## src/rtl/pipe_stage_buf_pkg.sv

```systemverilog
// Shared pipeline types: stage-buffer state encoding and the payload groupings
// that get packed into a stage's DATA_W-bit payload.
package pipe_pkg;

  typedef enum logic [1:0] {PS_EMPTY, PS_BUSY, PS_FULL} pipe_state_e;

  typedef struct packed {
    logic       en;
    logic [2:0] size;
    logic       sign_ext;
  } LoadType;

  typedef struct packed {
    logic       en;
    logic [2:0] size;
  } StoreType;

  typedef struct packed {
    logic       en;
    logic [4:0] addr;
  } RegsWrType;

  typedef struct packed {
    logic       valid;
    logic [4:0] cause;
  } ExceptinPipeType;

  function automatic logic [1:0] occupancy_of(pipe_state_e s);
    case (s)
      PS_BUSY: return 2'd1;
      PS_FULL: return 2'd2;
      default: return 2'd0;
    endcase
  endfunction

endpackage

```

## src/rtl/pipe_stage_buf_if.sv

```systemverilog
// Valid/ready handshake bundle for one pipeline stage: upstream side (in_*)
// and downstream side (out_*). The stage itself uses the slave modport.
interface pipe_stage_buf_if #(
  parameter int DATA_W = 160
) ();
  logic              in_valid;
  logic              in_ready;
  logic [DATA_W-1:0] in_data;
  logic              out_valid;
  logic              out_ready;
  logic [DATA_W-1:0] out_data;

  modport master (
    output in_valid, in_data, out_ready,
    input  in_ready, out_valid, out_data
  );

  modport slave (
    input  in_valid, in_data, out_ready,
    output in_ready, out_valid, out_data
  );
endinterface

```

## src/rtl/pipe_stage_buf_sat_counter.sv

```systemverilog
// Saturating event counter; clr wins over inc, holds at all-ones.
module sat_counter #(
  parameter int CNT_W = 16
) (
  input  logic             clk,
  input  logic             rst,
  input  logic             inc,
  input  logic             clr,
  output logic [CNT_W-1:0] count
);
  logic [CNT_W-1:0] count_q;

  always_ff @(posedge clk) begin
    if (rst || clr) begin
      count_q <= '0;
    end else if (inc && (count_q != {CNT_W{1'b1}})) begin
      count_q <= count_q + 1'b1;
    end
  end

  assign count = count_q;
endmodule

```

## src/rtl/pipe_stage_buf.sv

```systemverilog
// Pipeline-stage register with valid/ready handshake, optional 2-entry skid
// buffer, synchronous flush and a saturating stall counter.
module pipe_stage_buf
  import pipe_pkg::*;
#(
  parameter int DATA_W         = 160,
  parameter int SKID           = 1,
  parameter int CLEAR_ON_FLUSH = 0,
  parameter int CNT_W          = 16
) (
  input  logic             clk,
  input  logic             rst,
  input  logic             flush,
  pipe_stage_buf_if.slave  bus,
  output logic [1:0]       occupancy,
  input  logic             clr_stats,
  output logic [CNT_W-1:0] stall_cnt
);
  pipe_state_e       state_q, state_d;
  logic [DATA_W-1:0] main_q, main_d;
  logic [DATA_W-1:0] skid_q, skid_d;
  logic              in_ready;
  logic              out_valid;
  logic              in_fire;
  logic              out_fire;

  assign out_valid = (state_q != PS_EMPTY);

  // With the skid entry, in_ready depends only on state, never on out_ready.
  if (SKID != 0) begin : g_skid
    assign in_ready = rst | (state_q != PS_FULL);
  end else begin : g_noskid
    assign in_ready = rst | ~out_valid | bus.out_ready;
  end

  assign in_fire  = bus.in_valid & in_ready;
  assign out_fire = out_valid & bus.out_ready;

  always_comb begin
    state_d = state_q;
    main_d  = main_q;
    skid_d  = skid_q;
    if (flush) begin
      state_d = PS_EMPTY;
      if (CLEAR_ON_FLUSH != 0) begin
        main_d = '0;
        skid_d = '0;
      end
    end else begin
      case (state_q)
        PS_EMPTY: begin
          if (in_fire) begin
            state_d = PS_BUSY;
            main_d  = bus.in_data;
          end
        end
        PS_BUSY: begin
          if (in_fire && out_fire) begin
            main_d = bus.in_data;
          end else if (in_fire) begin
            state_d = PS_FULL;
            skid_d  = bus.in_data;
          end else if (out_fire) begin
            state_d = PS_EMPTY;
          end
        end
        PS_FULL: begin
          if (out_fire) begin
            state_d = PS_BUSY;
            main_d  = skid_q;
          end
        end
        default: state_d = PS_EMPTY;
      endcase
    end
  end

  always_ff @(posedge clk) begin
    if (rst) begin
      state_q <= PS_EMPTY;
      main_q  <= '0;
      skid_q  <= '0;
    end else begin
      state_q <= state_d;
      main_q  <= main_d;
      skid_q  <= skid_d;
    end
  end

  sat_counter #(.CNT_W(CNT_W)) u_stall_cnt (
    .clk   (clk),
    .rst   (rst),
    .inc   (out_valid & ~bus.out_ready),
    .clr   (clr_stats),
    .count (stall_cnt)
  );

  assign bus.in_ready  = in_ready;
  assign bus.out_valid = out_valid;
  assign bus.out_data  = main_q;
  assign occupancy     = occupancy_of(state_q);
endmodule

```

## src/flat_wrapper.sv

```systemverilog
// flat-port wrapper written by rule: the top's interface ports become plain ports
module pipe_stage_buf_flat import pipe_pkg::*;
#(
  parameter int DATA_W         = 160,
  parameter int SKID           = 1,
  parameter int CLEAR_ON_FLUSH = 0,
  parameter int CNT_W          = 16
)
  (clk, rst, flush, occupancy, clr_stats, stall_cnt, bus_in_valid, bus_in_data, bus_out_ready, bus_in_ready, bus_out_valid, bus_out_data);
  pipe_stage_buf_if #(.DATA_W(DATA_W)) bus_i ();
  input  logic clk;
  input  logic rst;
  input  logic flush;
  output logic [1:0] occupancy;
  input  logic clr_stats;
  output logic [CNT_W-1:0] stall_cnt;
  input wire logic [$bits(bus_i.in_valid)-1:0] bus_in_valid;
  input wire logic [$bits(bus_i.in_data)-1:0] bus_in_data;
  input wire logic [$bits(bus_i.out_ready)-1:0] bus_out_ready;
  output wire logic [$bits(bus_i.in_ready)-1:0] bus_in_ready;
  output wire logic [$bits(bus_i.out_valid)-1:0] bus_out_valid;
  output wire logic [$bits(bus_i.out_data)-1:0] bus_out_data;
  assign bus_i.in_valid = bus_in_valid;
  assign bus_i.in_data = bus_in_data;
  assign bus_i.out_ready = bus_out_ready;
  assign bus_in_ready = bus_i.in_ready;
  assign bus_out_valid = bus_i.out_valid;
  assign bus_out_data = bus_i.out_data;
  pipe_stage_buf #(.DATA_W(DATA_W), .SKID(SKID), .CLEAR_ON_FLUSH(CLEAR_ON_FLUSH), .CNT_W(CNT_W)) u_core (.clk(clk), .rst(rst), .flush(flush), .bus(bus_i), .occupancy(occupancy), .clr_stats(clr_stats), .stall_cnt(stall_cnt));
endmodule
```

## config.mk

```make
export PLATFORM = sky130hd
export DESIGN_NAME = pipe_stage_buf_flat
export DESIGN_NICKNAME = d
export VERILOG_FILES = /design/src/rtl/pipe_stage_buf_pkg.sv /design/src/rtl/pipe_stage_buf_if.sv /design/src/rtl/pipe_stage_buf_sat_counter.sv /design/src/rtl/pipe_stage_buf.sv /design/src/flat_wrapper.sv
export SDC_FILE = /design/constraint.sdc
export NUM_CORES = 1
export LEC_CHECK = 0
export ABC_CLOCK_PERIOD_IN_PS = 4600
export BUFFER_PORTS_ARGS = -buffer_cell sky130_fd_sc_hd__clkbuf_2
export CAP_MARGIN = 0
export CORE_MARGIN = 1.5
export CORE_UTILIZATION = 59
export DETAILED_ROUTE_END_ITERATION = 8
export MAX_ROUTING_LAYER = met4
export PLACE_DENSITY = 0.86
export SYNTH_ARGS = -nofsm -noshare
export SYNTH_HDL_FRONTEND = slang
export SYNTH_HIERARCHICAL = 1
export SYNTH_SLANG_ARGS = --single-unit
```

## constraint.sdc

```tcl
create_clock -name clk -period 4.6 [get_ports clk]
set_input_delay 0.23 -clock clk [delete_from_list [all_inputs] [get_ports clk]]
set_output_delay 0.23 -clock clk [all_outputs]
set_load 0.01 [all_outputs]
```

==> results of run 1 <==
-- flip-flops by register name, indices dropped and copies added, names as in the netlist --
name,flops
u_core/bus.out_data,160
u_core/u_stall_cnt/count,16
u_core/state_q,2
u_core/skid_q,160
-- cell type report --
class	instances	area (µm²)
fillers	1633	5960
diodes	1	2.50
well taps	335	419
flip-flops and latches	338	6770
clock buffers	50	1040
inverters	2	7.51
repair buffers	520	3550
clock inverters	15	183
multi-input cells	1213	8050
-- worst max-delay path: stages (launching register included) --
cell and delay (ns):
dfxtp_1 0.41, nand2b_4 0.54, buf_12 0.50, inv_1 0.14, nand2b_1 0.12, clkbuf_2 0.13
-- routing by layer --
| layer | part of all wire (%) | track usage [%] |
|---|---|---|
| met3 | 7.3 | 7.02 |
| met1 | 38 | 38.7 |
| met2 | 49 | 55.1 |
| met4 | 5.5 | 19.5 |
| met5 | 0 | - |
-- where the power goes --
group	total, mW	switching, mW	internal [mW]	leakage, nW
Clock	3.02	1.20	1.82	0.614
Combinational	0.763	0.440	0.322	5.74
Sequential	3.06	0.0493	3.01	2.74
Total	6.85	1.69	5.15	9.10
-- kinds of logic (layout without fill, tap and decap cells) --
kind of cell / Yosys count / in the layout / synth area share [%]
simple gates: 537 / 537 / 16.5
compound gates: 512 / 512 / 24.5
flops: 338 / 338 / 43.4
buf+inv: 183 / 587 / 5.14
mux: 160 / 160 / 10.3
xor+xnor: 3 / 3 / 0.169
fa+ha+maj: 1 / 1 / 0.0802
other cells: 0 / 1 / 0
-- cell usage in the layout, fill, tap and decap left out, types with 6 or more instances in the layout --
master           n
clkbuf_2       343
dfxtp_1        338
nand2_1        327
a21oi_1        170
o21ai_0        165
nor2b_1        163
dlygate4sd3_1  160
mux2i_1        160
o41ai_1         82
o41ai_2         79
clkbuf_16       37
clkinv_2         9
buf_4            8
clkbuf_8         7
buf_12           7
nor2_1           7
clkbuf_1         6
-- worst paths after layout --
check                                  to               start  slack [ns]  cells after the start
setup / recovery             bus_in_ready   u_core/state_q[0]        1.94                      5
hold / removal          u_core/state_q[1]       bus_out_ready        0.04                      2
setup reg to reg  u_core/bus.out_data[72]   u_core/state_q[1]        2.14                      5
hold reg to reg        u_core/skid_q[131]  u_core/skid_q[131]        0.45                      2
-- through the flow --
stage	std cells	instance area [µm²]	utilization, %	hold slack, ns
after floorplan	1734	15600	-	0.312
after global placement	2248	17200	66.2	0.440
after detailed placement	2248	17200	66.2	0.446
after CTS	2473	20000	77.1	0.0231
after global routing	2474	20000	77.1	0.0685
final	2474	20000	77.1	0.0436
==> run_results.csv, run 1 <==
group,metric,value,unit
outcome,status,"finished, final reports clean",
min_path,min-delay-path-class,"input port to flop",
die,ioPinCount,346,
cts,cts_resized,0,
global_routing,globalRouteTotalUtil,33.8,%
drt,routed_wl,47000,µm
logic_synthesis,synth_top_area_cell,"dfxtp_1",
cts,hold_buffers,160,
cts,numCtsBuffers,36,
die,die_area,0.0274,mm²
placement,hpwl,24300,µm
cts,root_buffer,"clkbuf_16",
cts,cts_tree,"done",
sta,hold_viol,0,
sta,rsz0062_at_grt,"no",
drt,drcViolationCount,0,
sta,max_slew_margin,19.9,%
drt,vias,14900,
logic_synthesis,async_flop_share,0,%
die,die_h,166,µm
cts,cts.sinks,338,
logic_synthesis,yosys-top-cells-count,"dfxtp_1, nand2_1, a21oi_1, o21ai_0, nor2b_1",
sta,fin_worst_skew,0.0130,ns
sta,tns,0,ns
final_layout,drive_gt1_share,23.8,%
logic_synthesis,synth_cell_type_count,43,
die,core,0.0260,mm²
global_routing,grt_pass1_vias,14500,
placement,port_buffers,345,
cts,clk_pin_slew_worst_paths,0.06,ns
sta,setup_ws,1.94,ns
global_routing,overflow,0,
cts,cts_setup_buffers,0,
die,initial_utilization,60.0,%
logic_synthesis,syn-num-nets,1901,
cts,clock_latency,0.51,ns
sta,slew_viol_final,0,
final_layout,final_nets,2278,
cts,htreeDepth,2,
drt,wl_per_cell,19.0,µm
setup_path,cp-end-kind,"output port",
power,leakage,9.10,nW
setup_path,path_class,"flop to output port",
logic_synthesis,synth_area,0.0156,mm²
logic_synthesis,synth_seq_cells,338,
setup_path,cp_data_arrival_time,2.43,ns
cts,clk_path_buf_depth,3,
drt,first_iter_violations,1453,
power,fin_total_pwr,6.85,mW
sta,fin_crit,2.66,ns
logic_synthesis,synthCells,1734,
drt,ant_nets,0,
logic_synthesis,synth_top_area_share,43.4,%
placement,place.gp.congestion,0.860,
global_routing,grt_max_degree,233,
logic_synthesis,synth_edf_count,0,
power,vdd_drop_max,0.333,mV
die,rows,59,
logic_synthesis,yosysWarnings,6,
sta,finalCritPeriodShare,57.9,%
placement,dp_worst_setup_slack,2.00,ns
logic_synthesis,synth_most_common_cell,"dfxtp_1",
global_routing,grt_pass1_wl,72800,µm
global_routing,antenna_found_initial,1,
sta,tightest_slew,1.20,ns
power,power_density,342,mW/mm²
setup_path,cp-start-kind,"flop",
drt,firstDrtPassIters,6,
setup_path,crit_required,4.37,ns
drt,vias_per_cell,6.03,
logic_synthesis,seq_area_frac_synth,43.4,%
die,die_w,166,µm
sta,max_freq,375,MHz
logic_synthesis,synthFlopType,"dfxtp_1",
final_layout,syn_to_final_growth,28.4,%
logic_synthesis,syn_avg_cell_area,8.99,µm²
flow_run,max-cap-violations,0,
logic_synthesis,synthTopCellsByArea,"dfxtp_1, mux2i_1, o41ai_2",
setup_path,critPathMaxFanout,74,
sta,setup_viol_count_final,0,
No activity file was read; power rests on OpenSTA's default activity.
==> inputs of run 2 (changes only) <==
--- a/config.mk
+++ b/config.mk
@@ -5,14 +5,14 @@
 export SDC_FILE = /design/constraint.sdc
 export NUM_CORES = 1
 export LEC_CHECK = 0
-export ABC_CLOCK_PERIOD_IN_PS = 4600
+export ABC_CLOCK_PERIOD_IN_PS = 2500
 export BUFFER_PORTS_ARGS = -buffer_cell sky130_fd_sc_hd__clkbuf_2
 export CAP_MARGIN = 0
 export CORE_MARGIN = 1.5
-export CORE_UTILIZATION = 59
+export CORE_UTILIZATION = 55
 export DETAILED_ROUTE_END_ITERATION = 8
 export MAX_ROUTING_LAYER = met4
-export PLACE_DENSITY = 0.86
+export PLACE_DENSITY = 0.81
 export SYNTH_ARGS = -nofsm -noshare
 export SYNTH_HDL_FRONTEND = slang
 export SYNTH_HIERARCHICAL = 1
==> constraint.sdc (replaced) <==
create_clock -name clk -period 2.5 [get_ports clk]
set_input_delay 0.125 -clock clk [delete_from_list [all_inputs] [get_ports clk]]
set_output_delay 0.125 -clock clk [all_outputs]
set_load 0.01 [all_outputs]
==> run_results.csv, run 2 (synthesis gave the netlist of run 1 again) <==
group,metric,value,unit
outcome,status,"finished, final reports clean",
cts,numCtsBuffers,37,
sta,hold_viol,0,
placement,hpwl,25100,µm
drt,ant_nets,0,
power,p_seq_share,45.5,%
final_layout,design_area,0.0203,mm²
global_routing,globalRouteTotalUtil,31.2,%
setup_path,cp_data_arrival_time,2.08,ns
setup_path,r2r_cells,6,
power,power_density,609,mW/mm²
power,leakage,9.19,nW
cts,cts_setup_buffers,0,
sta,tns,0,ns
cts,root_buffer,"clkbuf_16",
placement,placed_area,0.0175,mm²
sta,fin_crit,2.20,ns
drt,drcViolationCount,0,
cts,cts_tree,"done",
power,internal_power,9.30,mW
sta,setup_viol_count_final,0,
drt,routed_wl,46100,µm
die,die_area,0.0294,mm²
final_layout,layout_common_cells,"clkbuf_2, dfxtp_1, nand2_1",
drt,wl_per_cell,18.2,µm
global_routing,grt_pass1_vias,14800,
global_routing,antenna_found_initial,2,
cts,hold_buffers,163,
final_layout,final_common_cell,"clkbuf_2",
sta,slew_viol_final,0,
die,initial_utilization,56.0,%
die,core,0.0279,mm²
die,die_h,171,µm
die,rows,61,
setup_path,ff2ff_setup_slack,0.38,ns
final_layout,fin_util,72.8,%
cts,htreeDepth,2,
power,p_sw_share,24.7,%
sta,max_slew_margin,46.0,%
cts,clk_pin_slew_worst_paths,0.06,ns
final_layout,fillCellCount,1845,
cts,cts_resized,0,
cts,clk_path_buf_depth,3,
final_layout,syn_to_final_growth,30.1,%
cts,clock_latency,0.51,ns
sta,rsz0062_at_grt,"no",
placement,place.gp.congestion,0.884,
power,power_frac_clock,42.8,%
power,comb_power_share,11.6,%
setup_path,cp-end-kind,"output port",
setup_path,cp-start-kind,"flop",
global_routing,grt_max_degree,130,
placement,port_buffers,345,
power,vdd_drop_max,0.583,mV
flow_run,max-cap-violations,0,
die,ioPinCount,346,
placement,dp_worst_setup_slack,0.581,ns
setup_path,path_class,"flop to output port",
min_path,min-delay-path-class,"input port to flop",
power,switchingPower,3.06,mW
drt,vias_per_cell,5.86,
die,die_w,171,µm
cts,cts.sinks,338,
final_layout,final_nets,2297,
power,fin_total_pwr,12.4,mW
drt,first_iter_violations,1394,
min_path,whs_path_depth,3,
sta,setup_ws,0.299,ns
global_routing,grt_pass1_wl,72700,µm
drt,vias,14900,
sta,tightest_slew,0.811,ns
sta,max_freq,454,MHz
setup_path,critPathMaxFanout,23,
global_routing,overflow,0,
final_layout,drive_gt1_share,24.0,%
sta,finalCritPeriodShare,88.1,%
drt,firstDrtPassIters,7,
setup_path,crit_required,2.38,ns
sta,fin_worst_skew,0.0124,ns
run 2: through the flow:
stage | hold slack (ns) | instances
4_1_cts | 0.0502 | 2532
3_3_place_gp | 0.361 | 2306
5_1_grt | 0.0842 | 2534
2_1_floorplan | 0.207 | 1734
3_5_place_dp | 0.368 | 2306
6_report | 0.0763 | 2534
run 2: path summary, 6_finish.rpt:
path,from,to
max reg2reg,u_core/state_q[1],u_core/bus.out_data[126]
min,bus_in_valid,u_core/state_q[1]
max,u_core/state_q[0],bus_in_ready
min reg2reg,u_core/skid_q[42],u_core/skid_q[42]
run 2: worst max-delay path: stages (launching register included):
cell and delay, ns:
dfxtp_1 0.41, nand2b_4 0.48, buf_4 0.36, inv_1 0.09
nand2b_1 0.07, clkbuf_2 0.12
run 2: cell type report:
type	count	area (µm²)	share of cell area [%]
timing repair buffer	538	3820	18.8
inverter	2	7.51	0.0370
clock buffer	56	1100	5.42
antenna	2	5.00	0.0247
multi-input combinational	1213	8050	39.7
tap	378	473	2.33
clock inverter	7	66.3	0.327
sequential	338	6770	33.4
run 2: per-layer routing:
layer / global-route usage, % / share of wire (%) / wire length [µm]
met1: 34.9 / 40 / 18400
met2: 52.1 / 49 / 22500
met4: 16.4 / 4.6 / 2140
met5: - / 0 / 0
met3: 6.90 / 6.7 / 3100
run 2: power by group through the flow:
stage / clock [mW] / sequential (mW) / combinational (mW)
3_3_place_gp: 0 / 5.73 / 1.15
5_1_grt: 5.60 / 5.64 / 1.54
2_1_floorplan: 0 / 5.79 / 0.651
6_report: 5.29 / 5.63 / 1.44
4_1_cts: 5.35 / 5.62 / 1.40
3_5_place_dp: 0 / 5.74 / 1.18
